<file path="config.mk">
export PLATFORM = sky130hd
export DESIGN_NAME = block_scored_table
export DESIGN_NICKNAME = d
export VERILOG_FILES = /design/src/rtl/block_hit_checker_pkg.sv /design/src/rtl/block_hit_checker_scored_table.sv
export SDC_FILE = /design/constraint.sdc
export NUM_CORES = 1
export LEC_CHECK = 0
export CAP_MARGIN = 20
export CELL_PAD_IN_SITES_DETAIL_PLACEMENT = 0
export CELL_PAD_IN_SITES_GLOBAL_PLACEMENT = 1
export CORE_UTILIZATION = 45
export CTS_BUF_LIST = sky130_fd_sc_hd__clkbuf_4
export DETAILED_ROUTE_END_ITERATION = 10
export GPL_ROUTABILITY_DRIVEN = 0
export HOLD_SLACK_MARGIN = 0.08
export PLACE_DENSITY_LB_ADDON = 0.1
export SETUP_SLACK_MARGIN = 0.5
export SLEW_MARGIN = 20
export SYNTH_ARGS = -nofsm -noshare
export SYNTH_HDL_FRONTEND = slang
export SYNTH_SLANG_ARGS = --single-unit
</file>
<file path="constraint.sdc">
create_clock -name clk_in -period 7.5 [get_ports clk_in]
set_clock_uncertainty 0.1 [all_clocks]
set_input_delay 2.25 -clock clk_in [delete_from_list [all_inputs] [get_ports clk_in]]
set_output_delay 2.25 -clock clk_in [all_outputs]
set_load 0.01 [all_outputs]
</file>
<file path="src/rtl/block_hit_checker_pkg.sv">
// Shared types and constants for the block loader / hit checker pair.
// Holds the window depth, time width, empty-slot marker, direction and
// colour encodings, and a small absolute-difference helper.
package block_hit_checker_pkg;

  localparam int NUM_BLOCKS = 12;
  localparam int IDX_W      = $clog2(NUM_BLOCKS);
  localparam int TIME_W     = 18;
  localparam int POS_W      = 12;

  localparam logic [TIME_W-1:0] EMPTY_TIME = 18'h3FFFF;

  typedef enum logic [2:0] {
    DIR_UP    = 3'd0,
    DIR_RIGHT = 3'd1,
    DIR_DOWN  = 3'd2,
    DIR_LEFT  = 3'd3,
    DIR_ANY   = 3'd4
  } dir_e;

  typedef enum logic {
    COLOR_BLUE = 1'b0,
    COLOR_RED  = 1'b1
  } color_e;

  // Identity of a block for "already scored" purposes.
  typedef struct packed {
    logic [TIME_W-1:0] blk_time;
    logic              color;
  } scored_key_t;

  // |a-b| on 12-bit unsigned positions, using a 13-bit difference so the
  // sign bit is never lost.
  function automatic logic [POS_W:0] abs_diff(input logic [POS_W-1:0] a,
                                              input logic [POS_W-1:0] b);
    logic [POS_W:0] d;
    d = {1'b0, a} - {1'b0, b};
    return d[POS_W] ? ((POS_W+1)'(0) - d) : d;
  endfunction

endpackage

</file>
<file path="src/rtl/block_hit_checker_scored_table.sv">
// Small table of recently scored blocks, keyed by {time, colour}.
// Ports: clk_in/rst_in; wr_en_i/wr_key_i append an entry (round-robin,
// oldest overwritten); scan_key_i/scan_hit_o and head_key_i/head_hit_o are
// two independent combinational lookups.
module block_scored_table
  import block_hit_checker_pkg::*;
#(
  parameter int DEPTH = 4
) (
  input  logic        clk_in,
  input  logic        rst_in,
  input  logic        wr_en_i,
  input  scored_key_t wr_key_i,
  input  scored_key_t scan_key_i,
  output logic        scan_hit_o,
  input  scored_key_t head_key_i,
  output logic        head_hit_o
);

  localparam int PTR_W = (DEPTH > 1) ? $clog2(DEPTH) : 1;

  scored_key_t            entry_q [DEPTH];
  logic [DEPTH-1:0]       valid_q;
  logic [PTR_W-1:0]       wr_ptr_q;

  always_ff @(posedge clk_in or posedge rst_in) begin
    if (rst_in) begin
      valid_q  <= '0;
      wr_ptr_q <= '0;
      for (int i = 0; i < DEPTH; i++) entry_q[i] <= '0;
    end else if (wr_en_i) begin
      entry_q[wr_ptr_q] <= wr_key_i;
      valid_q[wr_ptr_q] <= 1'b1;
      wr_ptr_q <= (wr_ptr_q == PTR_W'(DEPTH-1)) ? '0 : wr_ptr_q + 1'b1;
    end
  end

  always_comb begin
    scan_hit_o = 1'b0;
    head_hit_o = 1'b0;
    for (int i = 0; i < DEPTH; i++) begin
      if (valid_q[i] && entry_q[i] == scan_key_i) scan_hit_o = 1'b1;
      if (valid_q[i] && entry_q[i] == head_key_i) head_hit_o = 1'b1;
    end
  end

endmodule

</file>
==> impl_results.md <==
* Synth Area per Inst at 12.0 sq um
* DRT iter0 DRCs at 232
* Power Total at 0.00207 W
* Min-delay worst type: reg -> reg
* Status: finished clean
* Grt ovf at 0
* CTS clk-pin slew, worst paths at 0.11 ns
* 1st-pass router iterations at 4
* Pre-CTS setup slack at 0.813 ns
* # IOs at 62
* Die H at 105 um
* Placed cell area at 5520 sq um
* Pleak at 2.27 nW
* Global-route wire length before repair at 19900 um
* Largest family of logic cells by synthesized area: XOR/XNOR gates
* CP Max Fanout at 4
* Mapped Cells at 399
* PortBufs at 61
* Seq/Total Area, Yosys at 42.9%
* Clock sink total at 82
* Post-synthesis xor/xnor area fraction at 27.8%
* Post-CTS setup buffer count at 0
* Crit path DAT at 4.35 ns
* H-tree depth at 3
* Met3 Resource Use GR at 6.11%
* Worst vdd ir at 0.184 mV
* ANT nets after route at 0
* Fin. max-slew vios at 0
* RSZ-0062 raised after global routing: false
* Wire length per cell at 21.3 um
* Post-synthesis mux area share at 17.9%
* Initial antenna violation count at 0
* Final period util at 89.3%
* Core Area at 10300 sq um
* Pwr dens at 364 nW/um^2
* Clock buffer depth at 2
* Worst R2R Setup Slack at 5.56 ns
* Routed vias at 3228
* Initial Utilization at 46.3%
* Adder-Cell Fraction of Synth Area at 1.05%
* Largest net degree at the start of global routing at 83
* Simple-gate area share of the yosys netlist at 8.19%
* WL final at 12900 um
* Die area at 11000 sq um
* Worst-Margin Slew at 0.762 ns
* Yosys warning count at 0
* HPWL Detailed at 9910 um
* Design area at 5680 sq um
* Rows at 37
* Setup Viol. Count Final at 0
* Antenna Cells at 0
* Tot GR Track Use at 25.1%
* Fin crit period at 6.70 ns
* Hold buffer count at CTS at 0
* Quantity of gates resized following cts at 0
* Avg Vias per Cell at 5.35
* Worst setup startpoint: scan_key_i[15]
* CTS tree: done
* Met1 GRT Util at 34.1%
* Syn nets at 463
* Final nets at 527
* Synth Register Bits at 82
* WP data required at 5.15 ns
* Vias in the first global route at 3446
* Reg-to-Reg Start: wr_ptr_q[0]
* Top post-synthesis cells by area: dfrtp_1 (43%), mux2_2 (18%), xor2_1 (18%)
* Share of cells above drive strength 1 at 20.6%
* Hold Crit Start: valid_q[1]
* DRC at 0
* TNS Setup at 0 ns
* Syn Std Cell Area at 4780 sq um
* Crit path launch type: input pin
* Yosys top cell by area: dfrtp_1
* Max-cap check violation count at 0
* Post-synth cell types at 15
* CP endpoint kind: output port
* Post-synth top area share at 42.9%
* Area grow syn2layout at 18.8%
* CTS Root Cell: clkbuf_4
* Met2 Resource Use GR at 39.6%
* PnR worst setup slack at 0.803 ns
* Gr busiest metal: met2
* CTS Buf Count at 9
* Die X at 105 um
* Slew margin rel. at 49.2%
* Final hold violation count at 0
* Hold Slack at 0.409 ns
* Critical path class: in -> out
* Peak Freq at 149 MHz
* Post-synthesis compound-gate area fraction at 0.209%
* Worst-Skew Late Latency at 0.43 ns
-- placed cells by master, fill, tap and decap left out, types with 2 or more instances in the layout --
cell / n
nor2_1: 8
nor4_1: 24
nand2_2: 2
clkdlybuf4s50_1: 61
xnor2_1: 56
nand2b_1: 4
xor2_1: 96
nand2_1: 3
mux2_2: 76
dfrtp_1: 82
ha_1: 4
o21ai_0: 2
clkbuf_4: 12
inv_1: 3
nand4_1: 26
-- power breakdown --
| part | internal, W | switching [W] |
|---|---|---|
| sequential | 0.000657 | 0.000248 |
| clock | 0.000110 | 0.000149 |
| combinational | 0.000481 | 0.000420 |
| total | 0.00125 | 0.000816 |
-- state kept, by name, indices dropped and copies added (netlist names) --
register	cells
wr_ptr_q	2
valid_q	4
entry_q	76
-- cell usage after synthesis --
master / count
buf_2: 3
buf_4: 8
dfrtp_1: 82
ha_1: 4
inv_1: 4
mux2_2: 76
nand2_1: 5
nand2b_1: 4
nand3_1: 1
nand4_1: 26
nor2_1: 8
nor4_1: 24
o21ai_0: 2
xnor2_1: 56
xor2_1: 96
-- layout make-up --
class	instances	area (sq um)
clock buffer	12	90.1
clock inverter	3	41.3
fill	930	4650
inverter	4	16.3
multi-input combinational	302	2640
sequential	82	2050
tap	136	170
timing repair buffer	64	664
-- per-layer routing --
metal | vias up | part of all wire (%)
met3 | 14 | 4.6
met1 | 1617 | 47
met4 | 0 | 2.3
met2 | 76 | 46
met5 | - | 0
li1 | 1521 | -
-- metrics by stage --
step / utilization [%] / instances
final: 55.0 / 603
after global routing: 55.0 / 603
after CTS: 54.8 / 602
after detailed placement: 53.5 / 587
after global placement: 53.2 / 586
after floorplan: - / 399
-- logic make-up (layout without fill, tap and decap cells) --
logic type / Yosys count / count (layout)
multiplexers: 76 / 76
buffers and inverters: 15 / 83
flip-flops: 82 / 82
AO/OA/AOI/OAI: 2 / 2
AND/OR/NAND/NOR: 68 / 68
adder cells (fa/ha/maj): 4 / 4
XOR/XNOR: 152 / 152
-- final timing paths --
path,end,cells after the start
min in group asynchronous,entry_q[26],3
max in group asynchronous,entry_q[49],3
hold reg to reg,valid_q[1],1
hold / removal,valid_q[1],1
setup reg to reg,entry_q[69],5
setup / recovery,scan_hit_o,6
-- critical path, stage by stage --
cell,delay [ns]
clkdlybuf4s50_1,0.54
xor2_1,0.22
nor4_1,0.46
nand4_1,0.16
nand4_1,0.16
clkdlybuf4s50_1,0.55
Note: power is estimated with default switching activity, not from simulation.
